===== config.mk =====
export PLATFORM = sky130hd
export DESIGN_NAME = ssd_scan_decoder
export DESIGN_NICKNAME = d
export VERILOG_FILES = /design/src/rtl/ssd_scan_decoder.sv
export SDC_FILE = /design/constraint.sdc
export NUM_CORES = 1
export LEC_CHECK = 0
export ABC_AREA = 1
export BUFFER_PORTS_ARGS = -buffer_cell sky130_fd_sc_hd__buf_4
export CAP_MARGIN = 30
export CORE_MARGIN = 2
export CORE_UTILIZATION = 40
export CTS_CLUSTER_SIZE = 16
export DETAILED_ROUTE_END_ITERATION = 12
export PLACE_DENSITY = 0.69
export SYNTH_ARGS = -nofsm -noshare
export SYNTH_HDL_FRONTEND = slang
export SYNTH_SLANG_ARGS = --single-unit

===== constraint.sdc =====
create_clock -name i_clk -period 2.02 [get_ports i_clk]
set_input_delay 0.202 -clock i_clk [delete_from_list [all_inputs] [get_ports i_clk]]
set_output_delay 0.202 -clock i_clk [all_outputs]
set_load 0.03 [all_outputs]

===== src/rtl/ssd_scan_decoder.sv =====
// Receive-side decoder for a 4-digit multiplexed seven-segment scan. It samples each settled
// anode phase, maps the glyph back to a hex nibble and flags stalls and illegal patterns.
module ssd_scan_decoder #(
  parameter int unsigned SETTLE_CYC  = 16,
  parameter int unsigned TIMEOUT_CYC = 1048576
) (
  input  logic       i_clk,
  input  logic       i_rst_n,
  input  logic [3:0] i_an,
  input  logic [7:0] i_cath,
  output logic [3:0] o_digit3,
  output logic [3:0] o_digit2,
  output logic [3:0] o_digit1,
  output logic [3:0] o_digit0,
  output logic [3:0] o_dp_out,
  output logic [3:0] o_digit_valid,
  output logic       o_frame_done,
  output logic       o_glyph_err,
  output logic       o_anode_err,
  output logic       o_stale
);

  localparam int unsigned SW = $clog2(SETTLE_CYC + 1);
  localparam int unsigned TW = $clog2(TIMEOUT_CYC + 1);
  localparam logic [SW-1:0] SETTLE_MAX  = SW'(SETTLE_CYC);
  localparam logic [SW-1:0] SETTLE_HIT  = SW'(SETTLE_CYC - 2);
  localparam logic [TW-1:0] TIMEOUT_MAX = TW'(TIMEOUT_CYC);
  localparam logic [TW-1:0] TIMEOUT_HIT = TW'(TIMEOUT_CYC - 2);

  logic [3:0]    r_an_s1, r_an_s2, r_an_prev;
  logic [7:0]    r_cath_s1, r_cath_s2;
  logic [SW-1:0] r_settle;
  logic [TW-1:0] r_idle;
  logic [3:0]    r_mask;
  logic [3:0]    r_digit [4];
  logic [3:0]    r_dp, r_valid;
  logic          r_frame, r_gerr, r_aerr, r_stale;

  logic       w_an_chg, w_sample, w_idle_hit;
  logic       w_one_low, w_multi_low, w_hit;
  logic [1:0] w_sel;
  logic [3:0] w_nib, w_mask_base;

  // Counters advance on the edge that moves them to SETTLE-1 / TIMEOUT-1, so the event
  // is gated on the pre-edge value and cancelled by a coincident anode change.
  assign w_an_chg    = (r_an_s2 != r_an_prev);
  assign w_sample    = !w_an_chg && (r_settle == SETTLE_HIT);
  assign w_idle_hit  = !w_an_chg && (r_idle == TIMEOUT_HIT);
  assign w_multi_low = !$onehot0(~r_an_s2);
  assign w_mask_base = (r_mask == 4'hF) ? 4'h0 : r_mask;

  always_comb begin
    w_sel     = 2'd0;
    w_one_low = 1'b1;
    case (r_an_s2)
      4'b1110: w_sel = 2'd0;
      4'b1101: w_sel = 2'd1;
      4'b1011: w_sel = 2'd2;
      4'b0111: w_sel = 2'd3;
      default: w_one_low = 1'b0;
    endcase
  end

  always_comb begin
    w_hit = 1'b1;
    w_nib = 4'h0;
    case (r_cath_s2[7:1])
      7'h01: w_nib = 4'h0;
      7'h4F: w_nib = 4'h1;
      7'h12: w_nib = 4'h2;
      7'h06: w_nib = 4'h3;
      7'h4C: w_nib = 4'h4;
      7'h24: w_nib = 4'h5;
      7'h20: w_nib = 4'h6;
      7'h0F: w_nib = 4'h7;
      7'h00: w_nib = 4'h8;
      7'h04: w_nib = 4'h9;
      7'h08: w_nib = 4'hA;
      7'h60: w_nib = 4'hB;
      7'h31: w_nib = 4'hC;
      7'h42: w_nib = 4'hD;
      7'h30: w_nib = 4'hE;
      7'h38: w_nib = 4'hF;
      default: w_hit = 1'b0;
    endcase
  end

  always_ff @(posedge i_clk or negedge i_rst_n) begin
    if (!i_rst_n) begin
      r_an_s1   <= 4'hF;
      r_an_s2   <= 4'hF;
      r_an_prev <= 4'hF;
      r_cath_s1 <= 8'hFF;
      r_cath_s2 <= 8'hFF;
      r_settle  <= '0;
      r_idle    <= '0;
      r_mask    <= 4'h0;
      for (int i = 0; i < 4; i++) r_digit[i] <= 4'h0;
      r_dp      <= 4'h0;
      r_valid   <= 4'h0;
      r_frame   <= 1'b0;
      r_gerr    <= 1'b0;
      r_aerr    <= 1'b0;
      r_stale   <= 1'b0;
    end else begin
      r_an_s1   <= i_an;
      r_an_s2   <= r_an_s1;
      r_an_prev <= r_an_s2;
      r_cath_s1 <= i_cath;
      r_cath_s2 <= r_cath_s1;
      r_frame   <= 1'b0;
      r_gerr    <= 1'b0;
      r_aerr    <= 1'b0;

      if (w_an_chg) begin
        r_settle <= '0;
        r_idle   <= '0;
        r_stale  <= 1'b0;
      end else begin
        if (r_settle != SETTLE_MAX) r_settle <= r_settle + SW'(1);
        if (r_idle != TIMEOUT_MAX) r_idle <= r_idle + TW'(1);
      end

      if (r_mask == 4'hF) begin
        r_frame <= 1'b1;
        r_mask  <= 4'h0;
      end

      if (w_idle_hit) begin
        r_stale <= 1'b1;
        r_valid <= 4'h0;
        r_mask  <= 4'h0;
      end else if (w_sample) begin
        if (w_one_low) begin
          if (w_hit) begin
            r_digit[w_sel] <= w_nib;
            r_dp[w_sel]    <= ~r_cath_s2[0];
            r_valid[w_sel] <= 1'b1;
            r_mask         <= w_mask_base | (4'b0001 << w_sel);
          end else begin
            r_gerr         <= 1'b1;
            r_valid[w_sel] <= 1'b0;
          end
        end else if (w_multi_low) begin
          r_aerr <= 1'b1;
        end
      end
    end
  end

  assign o_digit3      = r_digit[3];
  assign o_digit2      = r_digit[2];
  assign o_digit1      = r_digit[1];
  assign o_digit0      = r_digit[0];
  assign o_dp_out      = r_dp;
  assign o_digit_valid = r_valid;
  assign o_frame_done  = r_frame;
  assign o_glyph_err   = r_gerr;
  assign o_anode_err   = r_aerr;
  assign o_stale       = r_stale;

endmodule

==> results by stage, run 1 <==
Synth:
- The sequential cell area fraction in the yosys report is 50.9%.
- Among all cell types in the netlist, the one instantiated most often is sky130_fd_sc_hd__nand2_1.
- Counting every instance in the synthesized netlist gives 490.
- The top cell type's share of synthesized area is 33.8%.
- In the post-synthesis netlist, the biggest area contributors are sky130_fd_sc_hd__dfrtp_1, sky130_fd_sc_hd__dfstp_2, sky130_fd_sc_hd__nand2_1, sky130_fd_sc_hd__inv_1, sky130_fd_sc_hd__nor2_1.
- In the synthesized netlist the dominant register cell turns out to be sky130_fd_sc_hd__dfrtp_1.
- The post-synthesis cell type count is 37.
- For this run, the number of Yosys warnings is 0.
- The largest total area in the synthesized netlist belongs to sky130_fd_sc_hd__dfrtp_1.
- The share of flip-flops with an asynchronous set or reset is 100%.
- In this run the cell area of the synthesized design comes to 4290 sq um.
- By count the netlist is led by sky130_fd_sc_hd__nand2_1, sky130_fd_sc_hd__dfrtp_1, sky130_fd_sc_hd__inv_1, sky130_fd_sc_hd__nor2_1, sky130_fd_sc_hd__nand3_1.
- Yosys mapped a number of flops with a built-in enable equal to 0.
- Dividing the synthesized area by the synthesized cell count gives 8.76 sq um.
- The number of nets handed over by synthesis was 518.
- In this run, synthesis produced a sequential element count of 86.

Floorplan:
- The area inside the core boundary is 10,400 sq um.
- After floorplanning, the core was divided into 37 placement rows.
- The starting density of the core is 41.4%.
- The horizontal extent of the die is 108 microns.
- For this design the top-level I/O count stands at 42.
- From bottom edge to top edge, the die measures 108 microns.
- The die covers 11,600 sq um.

Worst hold path:
- The type of the most critical hold path is in -> async.

Timing:
- The achievable clock frequency is 515 MHz.
- The least setup slack across all paths after layout is 0.0785 ns.
- The final setup skew is 0.00773 ns.
- Setup violations remaining at the end of the flow were counted as 0.
- The count of final hold-check violations came to 0.
- Headroom to the max-slew limit came out at 74.3%.
- The max-slew violation count came to 0.
- In the finished design, the share of the clock period the worst path needs comes to 96.1%.
- Setup repair after global routing could not meet its margin everywhere.
- For the finished layout, the period the worst path requires is 1.94 ns.
- For the pin with the worst max-slew slack, the measured transition is 0.382 ns.
- Setup total negative slack on the finished layout was measured at 0 ns.

Run:
- The count of max-cap constraint violations is 0.

Layout:
- The finished cells cover 5200 sq um.
- The number of fill cells in the layout is 969.
- Summing all multi-input logic gate instances after layout gives 1850 sq um.
- At the end of the flow, the number of nets in the layout was 589.
- The fraction of layout instances using a drive strength above 1 is 25.3%.
- The footprint of the flip-flops and latches is 2190 sq um.
- The area growth from synthesis to layout is 21.2%.
- The number of antenna diodes in the final layout is 0.

Power and ir drop:
- In this run switching power makes up 23.4% of total power.
- The share of power burned in combinational logic is 7.1%.
- The standby leakage power is 0.00272 uW.
- The total power per unit cell area is 651 nW/um^2.
- The analysis attributes to net switching a power of 792 uW.
- The clock network accounts for 39.7% of the total power.
- Across the VDD grid, the largest voltage drop is 0.301 mV.
- In this run, flip-flops and latches consume 53.1% of the power.
- Internal power comes to 2600 uW.

Outcome:
- The run finished with clean final reports.

Clocking:
- The clock passes through at most 2 buffers.
- The clock buffer count from CTS is 9.
- The clock tree from TritonCTS is yes.
- In this run the clock root is driven by a sky130_fd_sc_hd__clkbuf_8.
- The clock tree synthesis step divided the H-tree into 3 levels.
- The clock drives 86 sinks.
- Clock-pin slew was measured on the worst setup and hold paths at 0.09 ns.
- The later pin in the worst-skew pair is clocked with a latency of 0.36 ns.

Drt:
- The first-pass iteration count of the detailed router is 4.
- The total vias in the final route is 3,387.
- The number of remaining DRC errors is 0.
- The average wire length per cell after detail routing is 12.3 microns.
- The detail-routed via count per cell is 4.82.
- The number of routed nets with antenna violations is 0.
- For this block, the routed nets add up to 8610 microns of wire.
- The violation count after the first detailed-route iteration is 180.

Worst setup path:
- The worst setup path is captured at a register.
- The slowest cell on the critical path is sky130_fd_sc_hd__dfstp_2.
- The signal arrival time at the worst endpoint is 2.19 ns.
- The largest single stage delay on the critical path is 0.60 ns.
- The type of origin of the critical path is a register.
- The required time of the critical path is 2.27 ns.
- The type of the setup path with the least slack is reg -> reg.
- The gate family responsible for the most delay along the worst path is adder cells.
- The critical path goes through fa_1 -> inv_1 -> ha_2 -> inv_2 -> ha_1 -> nor3b_2 -> nor4_1.
- Counting both buffers and inverters, the worst setup path holds a total of 2.
- Along the worst path, the maximum fanout reaches 6.

Placed design:
- The routability congestion estimate from global placement is 0.878.
- The instance area at placement is 4830 sq um.
- The worst setup slack after placement is 0.0235 ns.
- During placement, the flow inserted port buffers numbering 41.
- The post-detailed-placement half-perimeter wirelength is 6440 microns.

Global routing:
- The largest net degree at the start of global routing is 37.
- For this run, the total global-route usage over all layers was measured as 16.3%.
- The total congestion overflow after global routing is 0.
- The via count of the first global-routing pass is 3,342.
- The number of antenna violations at the first check in global routing was 0.
- The first global-routing pass estimated 15,000 microns of wire.
## worst paths after layout
| path | from | to | slack [ns] | depth (start not counted) |
|---|---|---|---|---|
| setup / recovery | r_an_s2[1] | o_anode_err | 0.08 | 7 |
| hold / removal | i_rst_n | o_digit3[1] | 0.29 | 2 |
| setup reg to reg | r_an_s2[1] | o_anode_err | 0.08 | 7 |
| hold reg to reg | r_cath_s1[7] | r_cath_s2[7] | 0.35 | 0 |
| max in group asynchronous | i_rst_n | r_cath_s2[5] | 1.06 | 3 |
| min in group i_clk | r_cath_s1[7] | r_cath_s2[7] | 0.35 | 0 |
## flip-flops by register name (all words and copies together), names as in the netlist, 5 cells and up
name / cells
r_cath_s1: 8
r_cath_s2: 8
r_idle: 21
r_settle: 5
## area by class of cell
class | instances | share of cell area [%]
flip-flops and latches | 86 | 42.0
multi-input cells | 336 | 35.6
repair buffers | 64 | 10.1
inverters | 64 | 4.62
clock buffers | 13 | 3.49
well taps | 136 | 3.27
clock inverters | 3 | 0.914
## cells in the final DEF, fill, tap and decap left out, types with 2 or more instances in the layout
cell type,n
sky130_fd_sc_hd__nand4_1,16
sky130_fd_sc_hd__dfstp_2,28
sky130_fd_sc_hd__o21ai_0,14
sky130_fd_sc_hd__inv_2,12
sky130_fd_sc_hd__nand2_1,137
sky130_fd_sc_hd__nor2_2,8
sky130_fd_sc_hd__nor2_4,3
sky130_fd_sc_hd__nor2_8,4
sky130_fd_sc_hd__nor3_1,11
sky130_fd_sc_hd__xnor2_1,2
sky130_fd_sc_hd__xor2_1,6
sky130_fd_sc_hd__inv_1,51
sky130_fd_sc_hd__clkbuf_16,2
sky130_fd_sc_hd__nand3b_4,2
sky130_fd_sc_hd__nand2_2,6
sky130_fd_sc_hd__nand2_4,2
sky130_fd_sc_hd__dlygate4sd3_1,13
sky130_fd_sc_hd__nor4_1,5
sky130_fd_sc_hd__buf_4,50
sky130_fd_sc_hd__clkinv_4,2
sky130_fd_sc_hd__dfrtp_1,58
sky130_fd_sc_hd__nand3_2,4
sky130_fd_sc_hd__nand3_1,31
sky130_fd_sc_hd__a21oi_1,14
sky130_fd_sc_hd__nor3_2,2
sky130_fd_sc_hd__nor2_1,46
sky130_fd_sc_hd__ha_1,12
sky130_fd_sc_hd__clkbuf_8,9
sky130_fd_sc_hd__clkbuf_1,2
## worst reg2reg max path: cells and delay by family (launching register included)
kind                       cells  cell delay, ns
and+or+nand+nor                2            0.25
buffers and inverters          2            0.11
adders and majority gates      3            0.88
DFF                            1            0.60
## per-stage QoR
step | power (uW) | utilization, % | cells | hold WS [ns]
after global placement | 2040 | 46.5 | 673 | 0.147
final | 3390 | 50.2 | 702 | 0.292
after floorplan | 1950 | - | 490 | -0.0936
after CTS | 3420 | 50.0 | 702 | 0.293
after detailed placement | 2050 | 46.5 | 673 | 0.148
after global routing | 3530 | 50.2 | 702 | 0.318
## cells by family after synthesis
kind of cell,share of synthesized area [%]
AND/OR/NAND/NOR,32.9
flip-flops,50.9
buffers and inverters,6.38
AO/OA/AOI/OAI,3.93
adder cells (fa/ha/maj),4.25
XOR/XNOR,1.63
## power groups by stage
stage | Clock, uW | Sequential (uW) | Combinational [uW]
floorplan | 0 | 1830 | 125
global placement | 0 | 1830 | 212
detailed placement | 0 | 1830 | 219
CTS | 1380 | 1800 | 240
global route | 1450 | 1800 | 275
finish | 1350 | 1800 | 242
## what timing repair did
item,CTS,global route
hold endpoints to repair,37,0
hold buffers,13,0
setup buffers,0,0
setup endpoints to repair,0,17
resized for setup,0,6
## metal layers
metal | track usage, % | vias to the layer above | share of wire (%)
met2 | 27.7 | 79 | 48
met1 | 20.4 | 1586 | 46
li1 | - | 1705 | -
met5 | 0 | - | 0
met4 | 6.78 | 0 | 2.1
met3 | 2.97 | 17 | 3.9
(Power assumes the default switching activity.)
==> run 2: changes to the inputs <==
==> constraint.sdc (replaced) <==
create_clock -name i_clk -period 1.8 [get_ports i_clk]
set_input_delay 0.18 -clock i_clk [delete_from_list [all_inputs] [get_ports i_clk]]
set_output_delay 0.18 -clock i_clk [all_outputs]
set_load 0.03 [all_outputs]
==> run 2 against run 1 <==
  * The run now ends with setup timing left
  * Cell count grew 3.6%
  * Highest routed layer unchanged
  * First-iteration DRC count decreased by 7.2%
  * Largest cell class unchanged
  * Via count up 3.9%
  * Setup slack got worse by 0.18 ns
  * Final area increased by 7.6%
  * Clock power is 13% higher
  * Critical path depth unchanged
  * Combinational power up 44%
  * Die area unchanged
  * Sequential power up 12%
  * Critical path type unchanged
  * Sequential share of layout area is 3.0 points lower
  * Hold slack better by 0.059 ns
==> results by stage, run 2 (same netlist as run 1, synthesis figures left out) <==
Outcome:
- The run finished, with violations left.
- The final reports fail on setup timing.

Global routing:
- The met1 layer usage reported by global route is 21.1% (+0.72 points).
- After global routing, the most crowded layer is met2.
- The largest net degree at the start of global routing is 87 (+140%).
- The total congestion overflow after global routing was 0 (unchanged).
- The met2 routing resource usage after global routing was 30.5% (+2.7 points).
- The global-route usage over all layers is 17.6% (+1.3 points).
- The via count of the first global-routing pass is 3,625 (+8.5%).
- The wire length of the first global-routing pass came to 16,200 microns (+8.0%).
- The number of antenna violations at the first check in global routing is 0 (unchanged).
- The routing usage on met3 is 4.36% (+1.4 points).

Drt:
- The violation count after the first detailed-route iteration is 167 (-7.2%).
- The total vias in the final route is 3,519 (+3.9%).
- The detail-routed via count per cell is 4.84 (+0.32%).
- The average wire length per cell after detail routing is 12.8 microns (+4.3%).
- The first-pass iteration count of the detailed router is 4 (unchanged).
- The number of routed nets with antenna violations is 0 (unchanged).
- The number of remaining DRC errors is 0 (unchanged).
- The aggregate routed wire length is 9300 microns (+8.0%).

Floorplan:
- The vertical extent of the die is 108 microns (unchanged).
- The area inside the core boundary came to 10,400 sq um (unchanged).
- The number of core rows is 37 (unchanged).
- The horizontal extent of the die is 108 microns (unchanged).
- The die outline area is 11,600 sq um (unchanged).
- The starting density of the core is 41.4% (unchanged).
- The I/O pin count is 42 (unchanged).

Timing:
- The least setup slack across all paths after layout came to -0.105 ns (-0.183 ns).
- The final setup skew is 0.00931 ns (+0.00158 ns).
- The count of final hold-check violations came to 0 (unchanged).
- The total setup violations reported at the end of the flow is 9 (+9).
- The measured slew at the worst slew-check pin was 0.663 ns (+0.281 ns).
- The achievable clock frequency is 525 MHz (+1.9%).
- Setup repair after global routing could not meet its margin everywhere.
- The accumulated negative setup slack is -0.244 ns (-0.244 ns).
- The final critical delay including setup and external delays is 1.90 ns (-0.0367 ns).
- The max-slew violation count is 0 (unchanged).
- The part of the cycle the worst path needs is 106% (+9.7 points).
- The headroom to the max-slew limit came to 55.4% (-19 points).

Clocking:
- The clock insertion delay at the later pin of the skew report is 0.37 ns (about the same).
- The buffer cell driving the clock tree root is sky130_fd_sc_hd__clkbuf_8.
- The number of H-tree levels is 3 (unchanged).
- The total clock sinks is 86 (unchanged).
- The largest buffer count on any clock path came to 2 (unchanged).
- TritonCTS built the clock tree.
- The CTS clock-pin slew for the worst setup and hold paths is 0.09 ns (about the same).
- The clock buffer count from CTS came to 9 (unchanged).

Placed design:
- The number of buffers added on ports is 41 (unchanged).
- The worst setup slack after placement is -0.118 ns (-0.142 ns).
- The number of placed instances with taps included is 681 (+1.2%).
- The routability congestion estimate from global placement is 0.882 (+0.51%).
- The post-detailed-placement half-perimeter wirelength is 6490 microns (+0.81%).

Layout:
- The largest registers in the layout are r_idle: 21 flops, r_cath_s1: 8 flops, r_cath_s2: 8 flops.
- The library cell used most frequently in the layout, excluding fill and tap cells, is sky130_fd_sc_hd__nand2_1.
- The core occupancy in the finished layout is 54.0% (+3.8 points).
- The post-layout instance count excluding filler cells is 727 (+3.6%).
- The fraction of layout instances using a drive strength above 1 was 33.3% (+8.1 points).
- The register containing the most flip-flops in the final layout is r_idle.
- Compared with the post-synthesis result, the final layout area differs by 30.4%.
- The final net count came to 614 (+4.2%).
- The number of fill cells in the layout is 937 (-3.3%).
- The number of diodes was 0 (unchanged).
- In the layout the commonest cells are sky130_fd_sc_hd__nand2_1, sky130_fd_sc_hd__buf_4, sky130_fd_sc_hd__dfrtp_1.
- The number of flip-flops under the largest register name is 21 (unchanged).

Worst setup path:
- The slowest cell on the critical path is sky130_fd_sc_hd__dfstp_2.
- The signal arrival time at the worst endpoint is 2.19 ns (about the same).
- STA classifies the critical path endpoint as a register.
- The highest net fanout along the worst path came to 4 (-2).
- The critical path goes through fa_1 -> inv_1 -> ha_2 -> inv_2 -> ha_4 -> a21boi_2 -> nor4_2.
- The type of origin of the critical path is a register.
- The required time of the critical path came to 2.08 ns (-0.19 ns).
- The worst setup path is of the reg -> reg kind.
- The delay of the slowest critical-path stage is 0.57 ns (-0.03 ns).

Power and ir drop:
- The maximum ir drop on the vdd rail was 0.513 mV (+70%).
- The total power after layout is 3880 uW (+15%).
- The share of power burned in combinational logic was 9.0% (+1.9 points).
- The switching part of the total is 23.8% (+0.41 points).
- The internal power is 2960 uW (+14%).
- The standby leakage power is 0.00287 uW (+5.6%).
- The sequential cell fraction of total power is 51.9% (-1.2 points).
- The total power per unit cell area is 693 nW/um^2 (+6.5%).
- The clock share of power is 39.1% (-0.6 points).
- The power spent charging and discharging nets is 924 uW (+17%).

Worst hold path:
- The type of the most critical hold path is reg -> reg.

Run:
- The count of max-cap constraint violations is 0 (unchanged).
## run 2: stage by stage
stage | hold slack, ns | area (sq um)
finish | 0.351 | 5600
global route | 0.359 | 5600
detailed placement | 0.251 | 4930
CTS | 0.348 | 5350
global placement | 0.247 | 4930
floorplan | -0.116 | 4310
## run 2: final timing paths
kind / startpoint / end / slack [ns] / depth (start not counted)
worst max register to register: r_an_s2[0] / o_anode_err / -0.10 / 7
worst min-delay path: r_cath_s1[0] / r_cath_s2[0] / 0.35 / 0
min in group asynchronous: i_rst_n / o_digit3[0] / 0.38 / 3
max in group asynchronous: i_rst_n / r_an_s2[0] / 1.06 / 3
worst max-delay path: r_an_s2[0] / o_anode_err / -0.10 / 7
worst min register to register: r_cath_s1[0] / r_cath_s2[0] / 0.35 / 0
## run 2: cell type report
| class | count | area (sq um) | share of cell area [%] |
|---|---|---|---|
| sequential | 86 | 2190 | 39.0 |
| multi-input combinational | 337 | 2030 | 36.2 |
| timing repair buffer | 88 | 746 | 13.3 |
| inverter | 64 | 245 | 4.38 |
| tap | 136 | 170 | 3.04 |
| clock buffer | 11 | 141 | 2.52 |
| clock inverter | 5 | 82.6 | 1.47 |
## run 2: worst max-delay path, delay by kind of cell, from the launching register on
kind | cells | cell delay (ns)
DFF | 1 | 0.57
and+or+nand+nor | 1 | 0.21
AOI/OAI and AO/OA | 1 | 0.15
buffers and inverters | 2 | 0.13
adders and majority gates | 3 | 0.75
## run 2: routing by layer
metal | vias up | wire, microns
met5 | - | 0
met4 | 0 | 158
met3 | 16 | 429
met2 | 79 | 4680
met1 | 1670 | 4030
li1 | 1754 | -
## run 2: power by group through the flow
stage	logic [uW]	clock network, uW	registers (uW)
2_1_floorplan	149	0	2050
3_3_place_gp	272	0	2050
3_5_place_dp	279	0	2050
4_1_cts	324	1560	2020
5_1_grt	388	1640	2020
6_report	349	1520	2020
## run 2: timing repair
item	in CTS	in global routing
endpoints found under the setup margin	24	40
gates cloned	1	0
endpoints found under the hold margin	70	0
gates resized for setup	14	39
pin swaps	5	8
hold buffers	13	0
buffers inserted	2	14
==> run 3: changes to the inputs <==
--- a/config.mk
+++ b/config.mk
@@ -13,6 +13,7 @@
 export CTS_CLUSTER_SIZE = 16
 export DETAILED_ROUTE_END_ITERATION = 12
 export PLACE_DENSITY = 0.69
+export RECOVER_POWER = 25
 export SYNTH_ARGS = -nofsm -noshare
 export SYNTH_HDL_FRONTEND = slang
 export SYNTH_SLANG_ARGS = --single-unit
==> run 3 against run 2 <==
  * The flow still finishes with violations (setup timing)
  * Die area is the same
  * Fmax is essentially flat
  * Via count is 0.48% higher
  * Critical path depth stayed put
  * Final area decreased by 0.22%
  * Count of clock-buffer cells in the layout stayed put
  * Utilization is 0.12 points lower
  * Highest routed layer unchanged
==> results by stage, run 3 (same netlist as run 1, synthesis figures left out) <==
Timing:
- The final critical delay including setup and external delays is 1.90 ns (-0.00152 ns).
- The least setup slack across all paths after layout came to -0.103 ns (+0.00152 ns).
- The total setup violations reported at the end of the flow came to 8 (-1).
- The final setup skew is 0.00979 ns (+0.000481 ns).
- The achievable clock frequency came to 525 MHz (about the same).
- The headroom to the max-slew limit is 24.3% (-31 points).
- Setup repair after global routing could not meet its margin everywhere.
- The accumulated negative setup slack is -0.219 ns (+0.0253 ns).
- The measured slew at the worst slew-check pin was 1.13 ns (+0.472 ns).
- The count of final hold-check violations is 0 (unchanged).
- The max-slew violation count is 0 (unchanged).
- The part of the cycle the worst path needs is 106% (about the same).

Drt:
- The total routed wire length on the met1 layer is 4010 microns (-0.50%).
- The highest metal layer with signal wires is met4.
- The violation count after the first detailed-route iteration is 149 (-11%).
- The met3 wire length is 414 microns (-3.5%).
- The number of routed nets with antenna violations is 0 (unchanged).
- The total vias in the final route is 3,536 (+0.48%).
- The detail-routed via count per cell came to 4.86 (+0.48%).
- The aggregate routed wire length came to 9230 microns (-0.71%).
- The average wire length per cell after detail routing is 12.7 microns (-0.71%).
- The number of remaining DRC errors is 0 (unchanged).
- The routed length on met2 is 4650 microns (-0.66%).
- The first-pass iteration count of the detailed router came to 4 (unchanged).

Placed design:
- The number of placed instances with taps included came to 681 (unchanged).
- The post-detailed-placement half-perimeter wirelength is 6490 microns (unchanged).
- The number of buffers added on ports is 41 (unchanged).
- The instance area at placement is 4930 sq um (unchanged).
- The routability congestion estimate from global placement came to 0.882 (unchanged).

Global routing:
- The global-route usage over all layers is 17.6% (unchanged).
- The via count of the first global-routing pass came to 3,625 (unchanged).
- The number of antenna violations at the first check in global routing was 0 (unchanged).
- The total congestion overflow after global routing was 0 (unchanged).
- The largest net degree at the start of global routing is 87 (unchanged).
- The wire length of the first global-routing pass is 16,200 microns (unchanged).

Clocking:
- The number of H-tree levels is 3 (unchanged).
- The largest buffer count on any clock path came to 2 (unchanged).
- The CTS clock-pin slew for the worst setup and hold paths was 0.09 ns (about the same).
- TritonCTS built the clock tree.
- CTS placed an instance of sky130_fd_sc_hd__clkbuf_8 at the clock tree root.
- The clock buffer count from CTS is 9 (unchanged).
- The total clock sinks is 86 (unchanged).
- The clock insertion delay at the later pin of the skew report was 0.37 ns (about the same).

Layout:
- The core occupancy in the finished layout was 53.9% (-0.12 points).
- The final instance area is 5590 sq um (-0.22%).
- The number of flip-flops under the largest register name is 21 (unchanged).
- The post-layout instance count excluding filler cells is 727 (unchanged).
- The library cell used most frequently in the layout, excluding fill and tap cells, is sky130_fd_sc_hd__nand2_1.
- In the final layout, the registers with the most flip-flops are r_idle: 21 flops, r_cath_s1: 8 flops, r_cath_s2: 8 flops.
- The number of diodes is 0 (unchanged).
- The fraction of layout instances using a drive strength above 1 is 33.3% (unchanged).
- The final net count is 614 (unchanged).
- The area growth from synthesis to layout is 30.2%.
- r_idle holds more flip-flops than any other register.
- The number of fill cells in the layout is 938 (+0.11%).
- The library cells used most frequently in the layout, excluding fill and tap cells, are sky130_fd_sc_hd__nand2_1, sky130_fd_sc_hd__dfrtp_1, sky130_fd_sc_hd__buf_4.

Power and ir drop:
- The standby leakage power is 0.00287 uW (-0.26%).
- The clock share of power is 39.1% (about the same).
- The maximum ir drop on the vdd rail is 0.487 mV (-5.1%).
- The share of power burned in combinational logic was 8.9% (about the same).
- The switching part of the total is 23.7% (-0.037 points).
- The internal power came to 2960 uW (-0.16%).
- The power spent charging and discharging nets is 920 uW (-0.37%).
- The total power per unit cell area is 693 nW/um^2 (about the same).
- The sequential cell fraction of total power is 52.0% (about the same).

Floorplan:
- The number of core rows is 37 (unchanged).
- The starting density of the core is 41.4% (unchanged).
- The I/O pin count is 42 (unchanged).
- The die outline area was 11,600 sq um (unchanged).
- The area inside the core boundary is 10,400 sq um (unchanged).
- The horizontal extent of the die was 108 microns (unchanged).
- The vertical extent of the die is 108 microns (unchanged).

Outcome:
- The run finished, with violations left.
- The checks that failed: setup timing.

Worst setup path:
- The worst setup path is launched from a register.
- The number of cells on the worst reg-to-reg path is 7 (unchanged).
- The type of destination of the critical path is a register.
- The signal arrival time at the worst endpoint is 2.19 ns (about the same).
- The required time of the critical path is 2.08 ns (about the same).
- The type of the setup path with the least slack is reg -> reg.
- The highest net fanout along the worst path is 4 (unchanged).

Run:
- The count of max-cap constraint violations is 0 (unchanged).

Worst hold path:
- In this run the worst hold path is classified as reg -> reg.
- The hold-critical path depth is 0 (unchanged).
-- run 3: cell types whose count changed in the layout (fill, tap and decap cells not counted), sizes merged --
cell / change
buf: -14
clkbuf: +14
-- run 3: what timing repair did --
| item | in CTS | in global routing |
|---|---|---|
| endpoints found under the hold margin | 70 | 0 |
| setup buffers | 2 | 14 |
| hold buffers | 13 | 0 |
| cloned | 1 | 0 |
| setup endpoints to repair | 24 | 40 |
| gates resized for setup | 14 | 39 |
| pin swaps | 5 | 8 |
-- run 3: path summary, 6_finish.rpt --
kind,from,endpoint,slack [ns]
setup / recovery,r_an_s2[0],o_anode_err,-0.10
hold / removal,r_cath_s1[0],r_cath_s2[0],0.35
setup reg to reg,r_an_s2[0],o_anode_err,-0.10
hold reg to reg,r_cath_s1[0],r_cath_s2[0],0.35
max in group asynchronous,i_rst_n,r_idle[8],0.38
min in group asynchronous,i_rst_n,o_digit3[0],0.70
-- run 3: stage by stage --
stage	power [uW]	setup slack, ns	hold WS, ns
2_1_floorplan	2200	-0.0262	-0.116
3_3_place_gp	2320	-0.0361	0.247
3_5_place_dp	2330	-0.118	0.251
4_1_cts	3900	-0.0844	0.348
5_1_grt	4050	-0.184	0.359
6_report	3880	-0.103	0.351
-- run 3: area by class of cell --
class                      count  area, sq um  area share, %
tap                          136          170           3.04
multi-input combinational    337         2030           36.3
clock inverter                 5         82.6           1.48
inverter                      64          245           4.39
clock buffer                  11          141           2.53
timing repair buffer          88          733           13.1
sequential                    86         2190           39.1
-- run 3: power by group through the flow --
stage          Clock, uW  Sequential [uW]  Combinational (uW)
6_report            1520             2020                 343
5_1_grt             1640             2020                 382
4_1_cts             1560             2020                 324
3_5_place_dp           0             2050                 279
3_3_place_gp           0             2050                 272
2_1_floorplan          0             2050                 149
-- run 3: critical path, cell delays in order (launching register included) --
cell and delay (ns):
sky130_fd_sc_hd__dfstp_2 0.57, sky130_fd_sc_hd__fa_1 0.42, sky130_fd_sc_hd__inv_1 0.07, sky130_fd_sc_hd__ha_2 0.18, sky130_fd_sc_hd__inv_2 0.06, sky130_fd_sc_hd__ha_4 0.15, sky130_fd_sc_hd__a21boi_2 0.15, sky130_fd_sc_hd__nor4_2 0.21
-- run 3: per-layer routing --
| metal | vias to the layer above | global-route usage [%] |
|---|---|---|
| met2 | 87 | 30.5 |
| met3 | 18 | 4.36 |
| met1 | 1676 | 21.1 |
| met5 | - | 0 |
| li1 | 1755 | - |
| met4 | 0 | 6.68 |
